$ cat src/rtl/riscv_run_controller_if.sv
// Bus between the run controller and whatever drives the core's result signals.
// master = controller side, slave = core/environment side.
interface riscv_run_controller_if #(
  parameter int TEST_WIDTH = 16,
  parameter int CNT_WIDTH  = 16
);
  logic                  start;
  logic [TEST_WIDTH-1:0] test_value;
  logic                  core_reset;
  logic                  busy;
  logic                  done;
  logic                  pass;
  logic                  fail;
  logic                  timeout;
  logic [CNT_WIDTH-1:0]  cycle_count;
  logic [CNT_WIDTH-1:0]  change_count;
  logic [TEST_WIDTH-1:0] final_value;

  modport master (
    input  start, test_value,
    output core_reset, busy, done, pass, fail, timeout,
           cycle_count, change_count, final_value
  );

  modport slave (
    output start, test_value,
    input  core_reset, busy, done, pass, fail, timeout,
           cycle_count, change_count, final_value
  );
endinterface

$ cat src/rtl/riscv_run_controller.sv
// Run/checkpoint controller: holds the RV32I core in reset, bounds its run time
// and classifies the result from test_value as pass, fail or timeout.
//
//   state | meaning
//   IDLE  | after reset, core held in reset, waiting for a start condition
//   HOLD  | core held in reset for HOLD_CYCLES cycles
//   RUN   | core running, watching test_value for a verdict
//   DONE  | verdict latched, core left running, waiting for start
module riscv_run_controller #(
  parameter int                    TEST_WIDTH    = 16,
  parameter int                    CNT_WIDTH     = 16,
  parameter int                    HOLD_CYCLES   = 10,
  parameter int                    RUN_CYCLES    = 1100,
  parameter int                    STABLE_CYCLES = 4,
  parameter logic [TEST_WIDTH-1:0] PASS_VALUE    = TEST_WIDTH'(16'h600D),
  parameter logic [TEST_WIDTH-1:0] FAIL_VALUE    = TEST_WIDTH'(16'hBAD0),
  parameter int                    AUTO_START    = 1
) (
  input logic                    CLK,
  input logic                    RESET,
  riscv_run_controller_if.master bus
);

  localparam int HW = (HOLD_CYCLES > 1) ? $clog2(HOLD_CYCLES) : 1;
  localparam int SW = $clog2(STABLE_CYCLES + 1);
  localparam logic [HW-1:0]        HOLD_LOAD = HW'(HOLD_CYCLES - 1);
  localparam logic [CNT_WIDTH-1:0] RUN_LAST  = CNT_WIDTH'(RUN_CYCLES - 1);
  localparam logic [SW-1:0]        STABLE_TC = SW'(STABLE_CYCLES);

  typedef enum logic [1:0] {
    S_IDLE = 2'd0,
    S_HOLD = 2'd1,
    S_RUN  = 2'd2,
    S_DONE = 2'd3
  } state_t;

  state_t                state_q;
  logic [HW-1:0]         hold_cnt_q;
  logic [SW-1:0]         stable_q;
  logic [TEST_WIDTH-1:0] tv_q;
  logic                  core_reset_q;
  logic                  busy_q;
  logic                  done_q;
  logic                  pass_q;
  logic                  fail_q;
  logic                  timeout_q;
  logic [CNT_WIDTH-1:0]  cycle_count_q;
  logic [CNT_WIDTH-1:0]  change_count_q;
  logic [TEST_WIDTH-1:0] final_value_q;

  logic [SW-1:0] stable_d;
  logic          changed;

  // Streak length including the current cycle; the first RUN cycle has no valid
  // predecessor (tv_q still holds a HOLD-phase value), so it never counts as a change.
  always_comb begin
    stable_d = '0;
    if (bus.test_value == PASS_VALUE) stable_d = stable_q + 1'b1;
    changed = (state_q == S_RUN) && (cycle_count_q != '0) && (bus.test_value != tv_q);
  end

  always_ff @(posedge CLK) begin
    if (!RESET) begin
      state_q        <= S_IDLE;
      hold_cnt_q     <= '0;
      stable_q       <= '0;
      tv_q           <= '0;
      core_reset_q   <= 1'b0;
      busy_q         <= 1'b0;
      done_q         <= 1'b0;
      pass_q         <= 1'b0;
      fail_q         <= 1'b0;
      timeout_q      <= 1'b0;
      cycle_count_q  <= '0;
      change_count_q <= '0;
      final_value_q  <= '0;
    end else begin
      tv_q <= bus.test_value;
      case (state_q)
        S_IDLE: begin
          if (bus.start || (AUTO_START != 0)) begin
            state_q    <= S_HOLD;
            hold_cnt_q <= HOLD_LOAD;
            busy_q     <= 1'b1;
          end
        end
        S_HOLD: begin
          if (hold_cnt_q == '0) begin
            state_q       <= S_RUN;
            core_reset_q  <= 1'b1;
            cycle_count_q <= '0;
            stable_q      <= '0;
          end else begin
            hold_cnt_q <= hold_cnt_q - 1'b1;
          end
        end
        S_RUN: begin
          if (changed && (change_count_q != '1)) change_count_q <= change_count_q + 1'b1;
          stable_q <= stable_d;
          if (bus.test_value == FAIL_VALUE) begin
            state_q       <= S_DONE;
            busy_q        <= 1'b0;
            done_q        <= 1'b1;
            fail_q        <= 1'b1;
            final_value_q <= bus.test_value;
          end else if (stable_d == STABLE_TC) begin
            state_q       <= S_DONE;
            busy_q        <= 1'b0;
            done_q        <= 1'b1;
            pass_q        <= 1'b1;
            final_value_q <= bus.test_value;
          end else if (cycle_count_q == RUN_LAST) begin
            state_q       <= S_DONE;
            busy_q        <= 1'b0;
            done_q        <= 1'b1;
            timeout_q     <= 1'b1;
            final_value_q <= bus.test_value;
          end else begin
            cycle_count_q <= cycle_count_q + 1'b1;
          end
        end
        S_DONE: begin
          // Only an explicit start restarts; the core keeps running until then.
          if (bus.start) begin
            state_q        <= S_HOLD;
            hold_cnt_q     <= HOLD_LOAD;
            stable_q       <= '0;
            core_reset_q   <= 1'b0;
            busy_q         <= 1'b1;
            done_q         <= 1'b0;
            pass_q         <= 1'b0;
            fail_q         <= 1'b0;
            timeout_q      <= 1'b0;
            cycle_count_q  <= '0;
            change_count_q <= '0;
            final_value_q  <= '0;
          end
        end
        default: state_q <= S_IDLE;
      endcase
    end
  end

  assign bus.core_reset   = core_reset_q;
  assign bus.busy         = busy_q;
  assign bus.done         = done_q;
  assign bus.pass         = pass_q;
  assign bus.fail         = fail_q;
  assign bus.timeout      = timeout_q;
  assign bus.cycle_count  = cycle_count_q;
  assign bus.change_count = change_count_q;
  assign bus.final_value  = final_value_q;

endmodule

$ cat src/flat_wrapper.sv
// flat-port wrapper written by rule: the top's interface ports become plain ports
module riscv_run_controller_flat 
#(
  parameter int                    TEST_WIDTH    = 16,
  parameter int                    CNT_WIDTH     = 16,
  parameter int                    HOLD_CYCLES   = 10,
  parameter int                    RUN_CYCLES    = 1100,
  parameter int                    STABLE_CYCLES = 4,
  parameter logic [TEST_WIDTH-1:0] PASS_VALUE    = TEST_WIDTH'(16'h600D),
  parameter logic [TEST_WIDTH-1:0] FAIL_VALUE    = TEST_WIDTH'(16'hBAD0),
  parameter int                    AUTO_START    = 1
)
  (CLK, RESET, bus_start, bus_test_value, bus_core_reset, bus_busy, bus_done, bus_pass, bus_fail, bus_timeout, bus_cycle_count, bus_change_count, bus_final_value);
  riscv_run_controller_if #(.TEST_WIDTH(TEST_WIDTH), .CNT_WIDTH(CNT_WIDTH)) bus_i ();
  input logic CLK;
  input logic RESET;
  input wire logic [$bits(bus_i.start)-1:0] bus_start;
  input wire logic [$bits(bus_i.test_value)-1:0] bus_test_value;
  output wire logic [$bits(bus_i.core_reset)-1:0] bus_core_reset;
  output wire logic [$bits(bus_i.busy)-1:0] bus_busy;
  output wire logic [$bits(bus_i.done)-1:0] bus_done;
  output wire logic [$bits(bus_i.pass)-1:0] bus_pass;
  output wire logic [$bits(bus_i.fail)-1:0] bus_fail;
  output wire logic [$bits(bus_i.timeout)-1:0] bus_timeout;
  output wire logic [$bits(bus_i.cycle_count)-1:0] bus_cycle_count;
  output wire logic [$bits(bus_i.change_count)-1:0] bus_change_count;
  output wire logic [$bits(bus_i.final_value)-1:0] bus_final_value;
  assign bus_i.start = bus_start;
  assign bus_i.test_value = bus_test_value;
  assign bus_core_reset = bus_i.core_reset;
  assign bus_busy = bus_i.busy;
  assign bus_done = bus_i.done;
  assign bus_pass = bus_i.pass;
  assign bus_fail = bus_i.fail;
  assign bus_timeout = bus_i.timeout;
  assign bus_cycle_count = bus_i.cycle_count;
  assign bus_change_count = bus_i.change_count;
  assign bus_final_value = bus_i.final_value;
  riscv_run_controller #(.TEST_WIDTH(TEST_WIDTH), .CNT_WIDTH(CNT_WIDTH), .HOLD_CYCLES(HOLD_CYCLES), .RUN_CYCLES(RUN_CYCLES), .STABLE_CYCLES(STABLE_CYCLES), .PASS_VALUE(PASS_VALUE), .FAIL_VALUE(FAIL_VALUE), .AUTO_START(AUTO_START)) u_core (.CLK(CLK), .RESET(RESET), .bus(bus_i));
endmodule
$ cat config.mk
export PLATFORM = sky130hd
export DESIGN_NAME = riscv_run_controller_flat
export DESIGN_NICKNAME = d
export VERILOG_FILES = /design/src/rtl/riscv_run_controller_if.sv /design/src/rtl/riscv_run_controller.sv /design/src/flat_wrapper.sv
export SDC_FILE = /design/constraint.sdc
export NUM_CORES = 1
export LEC_CHECK = 0
export BUFFER_PORTS_ARGS = -buffer_cell sky130_fd_sc_hd__buf_2
export CORE_MARGIN = 1
export CORE_UTILIZATION = 60
export DETAILED_ROUTE_END_ITERATION = 10
export GPL_TIMING_DRIVEN = 1
export HOLD_SLACK_MARGIN = 0.05
export PLACE_DENSITY = 0.91
export SLEW_MARGIN = 20
export SYNTH_ARGS = -nofsm -noshare
export SYNTH_HDL_FRONTEND = slang
export SYNTH_SLANG_ARGS = --single-unit
export TNS_END_PERCENT = 30
$ cat constraint.sdc
create_clock -name CLK -period 6.9 [get_ports CLK]
set_input_delay 0 -clock CLK [delete_from_list [all_inputs] [get_ports CLK]]
set_output_delay 0 -clock CLK [all_outputs]
set_load 0.01 [all_outputs]
==> run metrics <==
initial antenna violation count=0; Hold Path Origin=RESET; initial DRC count=215; Logic pwr share=0.279; port bufs=72; hpwl dp=5.93 mm; io pins=73; largest area contributor in the netlist=dfxtp_1; Pwr Density=256 nW/um^2; CP Launch Type=flip-flop; hold slack=0.317 ns; Starting Density=0.620; RSZ-0062 raised after global routing=no; sequential area share after synthesis=0.404; total track usage=0.271; CTS tree=built; Avg Vias per Cell=5.94; final-report max-slew violation count=0; # clock sinks=79; clock slew at reported path FFs=0.09 ns; Hold Crit Class=input port to flip-flop; worst path bufs/invs=0; crit path from=u_core.state_q[0]; share of layout cells above drive strength 1=0.186; routed len/inst=14.8 um; CTS Buf Count=9; Post-layout nets=566; met1 usage=0.322; CTS root buf=clkbuf_8; CP max stage delay=0.82 ns; dpl cell area=4290 sq um; layer with the highest usage=met2; Routed Wire Length=9.16 mm; vias in the first global route=3427; cell count after placement=586; antenna diode count=0; Hold Violations, Final=0; Post-Layout Cell Count=619; Worst Path Arrival=2.98 ns; Die Ht=82.8 um; Tcrit/Tclk final=0.392; Synth Area per Inst=8.53 sq um; post-route cell area=4650 sq um; FFs w/ async S/R, synth=0; final setup vio count=0; Synth Register Bits=79; Reg2Reg Capture Point=u_core.bus.cycle_count[15]; grt total ovfl=0; grt met3 use=0.0487; status=completed; Placeable Area=6310 sq um; Clock Latency Late Sink=0.36 ns; post-synthesis cell count=459; switching share of power=0.353; Synth area leaders=dfxtp_1 (40%), o21ai_1 (4.6%), xor2_1 (4.5%), nand3_1 (4.0%), nand2_1 (3.9%); reg2reg setup slack=4.19 ns; Crit Path Category=flip-flop to flip-flop; Pint=0.769 mW; die width=82.8 um; Max H-tree Level=3; Worst-Margin Slew=0.945 ns; Sum Neg Setup Slack=0 ns; Worst Hold End=u_core.stable_q[2]; Crit path max-delay family=simple AND/OR/NAND/NOR gates; Flop pwr share=0.455; fillers=453; row count=29; worst r2r src=u_core.state_q[0]; Cells on Worst Hold Path=2; max_cap viols=0; Yosys warnings=0; Vias=3675; Clock Path Buffers=2; Max FO, Critical Path=25; Post-DRT Antenna Nets=0; P&R area growth vs syn=18.6%; Post-CTS Setup Inserts=0; critical path's slowest cell=nor4_4; M2 GR Usage=0.479; Worst EP required=7.17 ns; leak pwr=1.86 nW; Syn Std Cell Area=3920 sq um; syn_nets=488; Clk pwr share=0.266; NetSw=0.419 mW; crit path time final=2.71 ns; critical path endpoint category=flip-flop; Primary FF master, synth=dfxtp_1; EDFF count, synth=0; # DRC=0; Worst R2R Path Depth=6; Multi-input gate area=2200 sq um; crit-path cells=ha_1, nor2b_1, a21o_1, nor4_4, nand4_1, o211ai_1; Clock Skew=0.0140 ns; die area=6860 sq um; Cell variety after synth=54; slew margin rel.=0.370; largest net degree at the start of global routing=60; Fmax=370 MHz; first-pass GRT wire length=15.3 mm; Final Wtd Congestion=0.857; 1st-pass router iterations=5; peak supply drop=0.188 mV; register area=1580 sq um; post-synth top area share=0.404
cell families (layout without fill, tap and decap cells):
logic type / Yosys count / after routing / synth area share
simple gates: 207 / 207 / 0.300
buf+inv: 36 / 119 / 0.0393
compound gates: 98 / 98 / 0.158
xor+xnor: 22 / 22 / 0.0492
fa+ha+maj: 10 / 10 / 0.0319
mux: 7 / 7 / 0.0182
flops: 79 / 79 / 0.404
flip-flops by register name (all words and copies together), names as in the netlist:
signal / flops
u_core.bus.change_count: 16
u_core.stable_q: 3
u_core.bus.cycle_count: 16
u_core.hold_cnt_q: 4
u_core.bus.busy: 1
u_core.state_q: 2
u_core.bus.final_value: 16
u_core.bus.timeout: 1
u_core.tv_q: 16
u_core.bus.fail: 1
u_core.bus.pass: 1
u_core.bus.done: 1
u_core.bus.core_reset: 1
layout make-up:
| cell class | instances | share of cell area |
|---|---|---|
| tap | 77 | 0.0207 |
| clock buffer | 9 | 0.0267 |
| sequential | 79 | 0.340 |
| inverter | 14 | 0.0113 |
| clock inverter | 7 | 0.0124 |
| multi-input combinational | 344 | 0.474 |
| timing repair buffer | 89 | 0.114 |
per-stage QoR:
stage / utilization / worst slack (ns) / power (mW)
after global routing: 0.736 / 3.99 / 1.25
after floorplan: - / 4.66 / 0.787
after global placement: 0.678 / 4.30 / 0.847
after detailed placement: 0.679 / 4.19 / 0.865
after CTS: 0.735 / 4.17 / 1.18
final: 0.736 / 4.19 / 1.19
cell usage in the layout (no fill, tap or decap), types with 6 or more instances in the layout:
master	count
dfxtp_1	79
buf_2	72
nand2_1	41
o21ai_1	36
nand3_1	31
nor2_1	25
a21oi_1	24
xor2_1	20
dlygate4sd3_1	17
and2_1	16
nand3b_1	16
inv_1	14
or3_1	14
nor4_1	13
ha_1	10
or4_1	9
nand4_1	9
clkbuf_8	9
nor3_1	6
mux2i_1	6
o31ai_1	6
worst max-delay path by stage:
stage	slack, ns	to	cells past startpoint
final	4.19	u_core.bus.cycle_count[15]	6
after global routing	3.99	u_core.bus.cycle_count[15]	6
after CTS	4.17	u_core.bus.change_count[15]	6
after detailed placement	4.19	u_core.bus.change_count[15]	6
after global placement	4.30	u_core.bus.change_count[1]	7
after floorplan	4.66	u_core.bus.change_count[1]	9
cell usage after synthesis (all sizes together) (12+ instances only):
| master | number |
|---|---|
| dfxtp | 79 |
| o21ai | 42 |
| nand2 | 41 |
| nand3 | 31 |
| nor2 | 26 |
| a21oi | 24 |
| xor2 | 20 |
| and2 | 16 |
| nand3b | 16 |
| nor4 | 15 |
| inv | 14 |
| or3 | 14 |
| clkbuf | 12 |
routing by layer:
metal / vias to the layer above / wire length, um
li1: 1815 / -
met1: 1718 / 4020
met2: 118 / 4440
met3: 24 / 444
met4: 0 / 253
met5: - / 0
power groups by stage:
stage	Sequential, mW	Combinational, mW	Clock [mW]
2_1_floorplan	0.561	0.227	0
3_3_place_gp	0.546	0.302	0
3_5_place_dp	0.549	0.316	0
4_1_cts	0.539	0.326	0.319
5_1_grt	0.546	0.367	0.341
6_report	0.540	0.331	0.317
timing repair:
action                                 CTS  global route
resized for setup                        0             0
hold buffers                            17             0
endpoints found under the hold margin   35             0
worst register-to-register path, delay by kind of cell, from the launching register on:
family / cells / cell delay [ns]
AO/OA/AOI/OAI: 2 / 0.49
flip-flops: 1 / 0.36
AND/OR/NAND/NOR: 3 / 1.33
adder cells (fa/ha/maj): 1 / 0.46
(Power assumes the default switching activity.)
